**src/rtl/mem_stage_lsu.sv**
```systemverilog
// -----------------------------------------------------------------------------
// mem_stage_lsu
//
// Load/store unit for the MEM stage of the 5-stage RV32I pipeline.
// Takes the registered EX/MEM values (M_alu_out = effective byte address,
// M_rs2_data = store data), runs one req/ack transaction on the data-memory
// port, formats store byte lanes and sign/zero-extends load data for MEM/WB.
//
// Sequencing: IDLE -> WAIT (request outstanding) -> DONE (pipeline advances)
// -> IDLE. M_stall freezes IF..EX/MEM while a transaction is being launched or
// is outstanding.
//
// Optional feature (macro LSU_TIMEOUT_EN): an 8-bit WAIT-cycle counter aborts
// the transaction after TIMEOUT_CYCLES cycles without ack and flags M_bus_err
// during DONE. Without the macro WAIT lasts until ack and M_bus_err is 0.
//
// Ports:
//   clk, rst          clock, asynchronous active-high reset
//   M_valid           MEM-stage instruction is not a bubble
//   M_mem_read/write  load / store instruction
//   M_funct3          access size and signedness
//   M_alu_out         effective byte address
//   M_rs2_data        store source data
//   M_ld_data         extended load result (registered)
//   M_stall           freeze upstream pipeline registers (combinational)
//   M_fault           misaligned or illegal access (combinational)
//   M_bus_err         timeout abort flag, valid in DONE (registered)
//   dmem_req/we/addr/wstrb/wdata   registered data-memory request
//   dmem_ack, dmem_rdata           memory response, rdata valid with ack
// -----------------------------------------------------------------------------
module mem_stage_lsu #(
    parameter int unsigned TIMEOUT_CYCLES = 255
) (
    input  logic        clk,
    input  logic        rst,
    input  logic        M_valid,
    input  logic        M_mem_read,
    input  logic        M_mem_write,
    input  logic [2:0]  M_funct3,
    input  logic [31:0] M_alu_out,
    input  logic [31:0] M_rs2_data,
    output logic [31:0] M_ld_data,
    output logic        M_stall,
    output logic        M_fault,
    output logic        M_bus_err,
    output logic        dmem_req,
    output logic        dmem_we,
    output logic [31:0] dmem_addr,
    output logic [3:0]  dmem_wstrb,
    output logic [31:0] dmem_wdata,
    input  logic        dmem_ack,
    input  logic [31:0] dmem_rdata
);

    typedef enum logic [1:0] {
        S_IDLE = 2'd0,
        S_WAIT = 2'd1,
        S_DONE = 2'd2
    } state_t;

    localparam logic [7:0] TMO_LIMIT = 8'(TIMEOUT_CYCLES);

    state_t      state_r;
    logic [2:0]  funct3_r;
    logic [1:0]  offset_r;

    logic        is_mem_s;
    logic        misaligned_s;
    logic        illegal_s;
    logic        start_s;
    logic [3:0]  st_wstrb_s;
    logic [31:0] st_wdata_s;
    logic [31:0] ld_fmt_s;

    // Extract the addressed byte/half from a read word and extend it.
    function automatic logic [31:0] fmt_load(input logic [2:0]  f3,
                                             input logic [1:0]  off,
                                             input logic [31:0] rd);
        logic [7:0]  b;
        logic [15:0] h;
        case (off)
            2'd0:    b = rd[7:0];
            2'd1:    b = rd[15:8];
            2'd2:    b = rd[23:16];
            2'd3:    b = rd[31:24];
            default: b = 8'h00;
        endcase
        h = off[1] ? rd[31:16] : rd[15:0];
        case (f3)
            3'b000:  fmt_load = {{24{b[7]}}, b};
            3'b001:  fmt_load = {{16{h[15]}}, h};
            3'b010:  fmt_load = rd;
            3'b100:  fmt_load = {24'h000000, b};
            3'b101:  fmt_load = {16'h0000, h};
            default: fmt_load = rd;
        endcase
    endfunction

    // Byte-lane enables for a store of the given size at the given offset.
    function automatic logic [3:0] fmt_wstrb(input logic [2:0] f3,
                                             input logic [1:0] off);
        case (f3[1:0])
            2'b00:   fmt_wstrb = 4'b0001 << off;
            2'b01:   fmt_wstrb = off[1] ? 4'b1100 : 4'b0011;
            2'b10:   fmt_wstrb = 4'b1111;
            default: fmt_wstrb = 4'b0000;
        endcase
    endfunction

    // Store data replicated across every lane it could land in.
    function automatic logic [31:0] fmt_wdata(input logic [2:0]  f3,
                                              input logic [31:0] rs2);
        case (f3[1:0])
            2'b00:   fmt_wdata = {4{rs2[7:0]}};
            2'b01:   fmt_wdata = {2{rs2[15:0]}};
            2'b10:   fmt_wdata = rs2;
            default: fmt_wdata = 32'h0000_0000;
        endcase
    endfunction

    // Fault checks only apply to memory instructions; ALU ops reuse funct3
    // and alu_out freely and must not be flagged.
    assign is_mem_s     = M_mem_read | M_mem_write;
    assign misaligned_s = is_mem_s &
                          (((M_funct3[1:0] == 2'b01) & M_alu_out[0]) |
                           ((M_funct3[1:0] == 2'b10) & (M_alu_out[1:0] != 2'b00)));
    assign illegal_s    = is_mem_s &
                          ((M_funct3 == 3'b011) | (M_funct3 == 3'b110) |
                           (M_funct3 == 3'b111) |
                           (M_mem_write & ((M_funct3 == 3'b100) | (M_funct3 == 3'b101))) |
                           (M_mem_read & M_mem_write));
    assign M_fault      = M_valid & (misaligned_s | illegal_s);
    assign start_s      = M_valid & (M_mem_read ^ M_mem_write) & ~M_fault;
    assign M_stall      = ((state_r == S_IDLE) & start_s) | (state_r == S_WAIT);

    assign st_wstrb_s   = M_mem_write ? fmt_wstrb(M_funct3, M_alu_out[1:0]) : 4'b0000;
    assign st_wdata_s   = M_mem_write ? fmt_wdata(M_funct3, M_rs2_data) : 32'h0000_0000;
    assign ld_fmt_s     = fmt_load(funct3_r, offset_r, dmem_rdata);

`ifdef LSU_TIMEOUT_EN
    logic [7:0] wait_cnt_r;
    logic [7:0] wait_cnt_nxt_s;

    assign wait_cnt_nxt_s = wait_cnt_r + 8'd1;

    // Transaction sequencer with abort-on-timeout and registered bus outputs.
    always_ff @(posedge clk or posedge rst) begin
        if (rst) begin
            state_r    <= S_IDLE;
            funct3_r   <= 3'b000;
            offset_r   <= 2'b00;
            wait_cnt_r <= 8'd0;
            dmem_req   <= 1'b0;
            dmem_we    <= 1'b0;
            dmem_addr  <= 32'h0000_0000;
            dmem_wstrb <= 4'b0000;
            dmem_wdata <= 32'h0000_0000;
            M_ld_data  <= 32'h0000_0000;
            M_bus_err  <= 1'b0;
        end else begin
            case (state_r)
                S_IDLE: begin
                    M_bus_err <= 1'b0;
                    if (start_s) begin
                        funct3_r   <= M_funct3;
                        offset_r   <= M_alu_out[1:0];
                        wait_cnt_r <= 8'd0;
                        dmem_req   <= 1'b1;
                        dmem_we    <= M_mem_write;
                        dmem_addr  <= {M_alu_out[31:2], 2'b00};
                        dmem_wstrb <= st_wstrb_s;
                        dmem_wdata <= st_wdata_s;
                        state_r    <= S_WAIT;
                    end else begin
                        state_r    <= S_IDLE;
                    end
                end
                S_WAIT: begin
                    if (dmem_ack) begin
                        if (!dmem_we) begin
                            M_ld_data <= ld_fmt_s;
                        end else begin
                            M_ld_data <= M_ld_data;
                        end
                        dmem_req <= 1'b0;
                        state_r  <= S_DONE;
                    end else if (wait_cnt_nxt_s == TMO_LIMIT) begin
                        // Abort: no data captured, error visible during DONE.
                        dmem_req   <= 1'b0;
                        M_bus_err  <= 1'b1;
                        wait_cnt_r <= wait_cnt_nxt_s;
                        state_r    <= S_DONE;
                    end else begin
                        wait_cnt_r <= wait_cnt_nxt_s;
                        state_r    <= S_WAIT;
                    end
                end
                S_DONE: begin
                    M_bus_err <= 1'b0;
                    state_r   <= S_IDLE;
                end
                default: begin
                    dmem_req  <= 1'b0;
                    M_bus_err <= 1'b0;
                    state_r   <= S_IDLE;
                end
            endcase
        end
    end
`else
    // The timeout limit has no effect in this build.
    logic unused_tmo_s;
    assign unused_tmo_s = ^TMO_LIMIT;
    assign M_bus_err    = 1'b0;

    // Transaction sequencer; WAIT lasts until the memory acknowledges.
    always_ff @(posedge clk or posedge rst) begin
        if (rst) begin
            state_r    <= S_IDLE;
            funct3_r   <= 3'b000;
            offset_r   <= 2'b00;
            dmem_req   <= 1'b0;
            dmem_we    <= 1'b0;
            dmem_addr  <= 32'h0000_0000;
            dmem_wstrb <= 4'b0000;
            dmem_wdata <= 32'h0000_0000;
            M_ld_data  <= 32'h0000_0000;
        end else begin
            case (state_r)
                S_IDLE: begin
                    if (start_s) begin
                        funct3_r   <= M_funct3;
                        offset_r   <= M_alu_out[1:0];
                        dmem_req   <= 1'b1;
                        dmem_we    <= M_mem_write;
                        dmem_addr  <= {M_alu_out[31:2], 2'b00};
                        dmem_wstrb <= st_wstrb_s;
                        dmem_wdata <= st_wdata_s;
                        state_r    <= S_WAIT;
                    end else begin
                        state_r    <= S_IDLE;
                    end
                end
                S_WAIT: begin
                    if (dmem_ack) begin
                        if (!dmem_we) begin
                            M_ld_data <= ld_fmt_s;
                        end else begin
                            M_ld_data <= M_ld_data;
                        end
                        dmem_req <= 1'b0;
                        state_r  <= S_DONE;
                    end else begin
                        state_r  <= S_WAIT;
                    end
                end
                S_DONE: begin
                    state_r <= S_IDLE;
                end
                default: begin
                    dmem_req <= 1'b0;
                    state_r  <= S_IDLE;
                end
            endcase
        end
    end
`endif

endmodule

```
**config.mk**
```make
export PLATFORM = sky130hd
export DESIGN_NAME = mem_stage_lsu
export DESIGN_NICKNAME = d
export VERILOG_FILES = /design/src/rtl/mem_stage_lsu.sv
export SDC_FILE = /design/constraint.sdc
export NUM_CORES = 1
export LEC_CHECK = 0
export BUFFER_PORTS_ARGS = -buffer_cell sky130_fd_sc_hd__buf_4
export CAP_MARGIN = 0
export CORE_ASPECT_RATIO = 2
export CORE_UTILIZATION = 48
export CTS_CLUSTER_DIAMETER = 200
export DETAILED_ROUTE_END_ITERATION = 12
export GPL_TIMING_DRIVEN = 0
export MAX_ROUTING_LAYER = met4
export PLACE_DENSITY = 0.76
export SYNTH_ARGS = -nofsm -noshare
export SYNTH_HDL_FRONTEND = slang
export SYNTH_SLANG_ARGS = --single-unit
```
**constraint.sdc**
```tcl
create_clock -name clk -period 4.5 [get_ports clk]
set_clock_uncertainty 0.1 [all_clocks]
set_input_delay 0.45 -clock clk [delete_from_list [all_inputs] [get_ports clk]]
set_output_delay 0.45 -clock clk [all_outputs]
set_load 0.03 [all_outputs]
```
==> out/results.ini <==
[worst_setup_path]
worstPathArrival_ns=2.43
required_ns=3.95
r2r_slack_ns=2.53
critPathKind=in2out
cp-startpoint=M_mem_write
end_kind=output pin
cp-start-kind=primary input
reg2reg_from=state_r[0]$_DFF_PP0_
r2r-end=dmem_addr[16]$_DFFE_PP0P_
cp_max_fo=10
reg2reg_depth=6

[die]
dieArea_um2=11300
die_y_um=149
die_x_um=75.7
initial_utilization=0.494
boundaryPins=210
core_area_um2=10500
num_rows=53

[clock_network]
cts_hold_buffers=0
cts_resized=0
cts_max_level=3
cts.reportedPaths.clkPinSlew_ns=0.07
cts_tree=yes
insertion_delay_ns=0.34
cts_buffers=9
cts_setup_buffers=0
cts_sinks=107
clockRootBuffer=clkbuf_16
cts_buffer_depth=2

[finish]
layout_common_cells=210 x buf_4, 107 x dfrtp_1, 55 x a21oi_1
final_common_cell=buf_4
final_nets=792
drive_gt1_frac=0.422
final_area_um2=7280
syn2layout_area_growth_pct=39.7
antenna_cells=0

[power]
irDropWorstVdd_mv=0.334
p_leak_nw=3.50
power_per_cell_area_nw_per_um2=618

[drt]
drtIter0Drc=180
num_vias=4546
drc=0
wl_per_cell_um=18.7
ant_nets=0
wirelength_um=15500
firstDrtPassIters=4
viasPerCell=5.50

[timing]
max_freq_mhz=336
worst_slew_margin_rel=0.602
post-route-period-util=0.662
fin_crit_ns=2.98
tightest_slew_ns=0.597
maxSlewViolCount=0
rsz0062_at_grt=false
tns_ns=0
setup_violations=0
hold_viol=0

[global_routing]
grt_usage=0.292
use_met2=0.515
antenna_found_initial=0
grt_use_met3=0.0608
top_usage_layer=met2
overflow=0
grt_max_degree=63
grt_pass1_vias=4720
grt_pass1_wl_um=23300
use_met1=0.281

[synthesis]
synth_top_area_cell=dfrtp_1
ys_seq_area_frac=0.514
ys_ff_latch=107
synth_area_per_cell_um2=11.2
synth_area_leaders=dfrtp_1 51%, mux2_4 8.6%, a21oi_1 5.3%, o21ai_0 3.7%, a22o_1 3.4%
netlist_area_um2=5210
synth_top_area_frac=0.514
synth_warnings=0
synthCells=465
synth_cell_types=42

[placed_design]
port_buffers=206
dpl_cell_area_um2=6970
hpwl_um=12100
place.gp.congestion=0.904

[run]
cap_violations=0

[run_status]
outcome=complete, no violations

[worst_hold_path]
hold_path_class=in2async

[synthesized netlist by cell type, drive strengths merged]
library cell,count
nand2b,11
a21oi,58
nor3,10
a22o,20
clkbuf,15
dfrtp,107
a2111oi,1
mux2,37
and3b,1
or3,5
mux2i,13
nand3,1
o21ai,41
conb,1
buf,22
and4bb,1
ha,2
nand2,42
nor2b,13
a32o,16
inv,7
and2b,2
and2,1
nor4,2
o21bai,4
nor2,22
nand3b,8
a21o,1
o211ai,1
[stage by stage]
step | hold WS, ns | setup WS (ns) | std cells | util | power [mW]
final | 0.0743 | 1.52 | 826 | 0.691 | 4.50
after global routing | 0.111 | 1.36 | 826 | 0.691 | 4.73
after CTS | 0.0855 | 1.51 | 826 | 0.691 | 4.52
after detailed placement | 0.368 | 1.51 | 811 | 0.661 | 3.67
after global placement | 0.367 | 0.00137 | 810 | 0.658 | 3.62
after floorplan | 0.429 | 1.13 | 467 | - | 2.83
[critical path, cell delays in order]
cell      delay [ns]
buf_4           0.13
inv_1           0.11
clkbuf_1        0.41
ha_1            0.23
and2b_1         0.27
nand2_2         0.18
clkbuf_1        0.39
inv_1           0.08
buf_4           0.18
[routing by layer]
layer,up-vias,share of wire
met5,-,0
met4,0,0.054
met3,52,0.050
met2,195,0.55
met1,2209,0.34
li1,2090,-
[cell families after synthesis]
kind of cell / Yosys count / synth area share
flops: 107 / 0.514
mux: 50 / 0.127
other cells: 1 / 0.000720
buf+inv: 44 / 0.0543
fa+ha+maj: 2 / 0.00480
simple gates: 119 / 0.119
compound gates: 142 / 0.180
[area by class of cell]
| type | instances | area [um2] |
|---|---|---|
| repair buffers | 207 | 1570 |
| multi-input cells | 316 | 2260 |
| inverters | 7 | 28.8 |
| flip-flops and latches | 107 | 2680 |
| plain buffers | 37 | 256 |
| clock inverters | 5 | 86.3 |
| fillers | 820 | 3260 |
| clock buffers | 10 | 229 |
| well taps | 137 | 171 |
[how the worst max path moves through the flow]
stage | cells after the start | end
6_report | 9 | M_fault
4_1_cts | 9 | M_fault
2_1_floorplan | 1 | M_ld_data[0]$_DFFE_PP0P_
3_5_place_dp | 9 | M_fault
3_3_place_gp | 2 | dmem_wdata[10]$_DFFE_PP0P_
5_1_grt | 9 | M_fault
[sequential cells by signal, summed over array words and instances, names as in the netlist]
signal,cells
M_ld_data,32
dmem_addr,30
dmem_req,1
dmem_wdata,32
dmem_we,1
dmem_wstrb,4
funct3_r,3
offset_r,2
state_r,2
[where the power goes]
part / switching, mW / internal [mW] / leakage (nW)
Clock: 0.361 / 0.490 / 0.154
Sequential: 0.211 / 1.31 / 1.32
Combinational: 1.26 / 0.871 / 2.03
(Power assumes the default switching activity.)
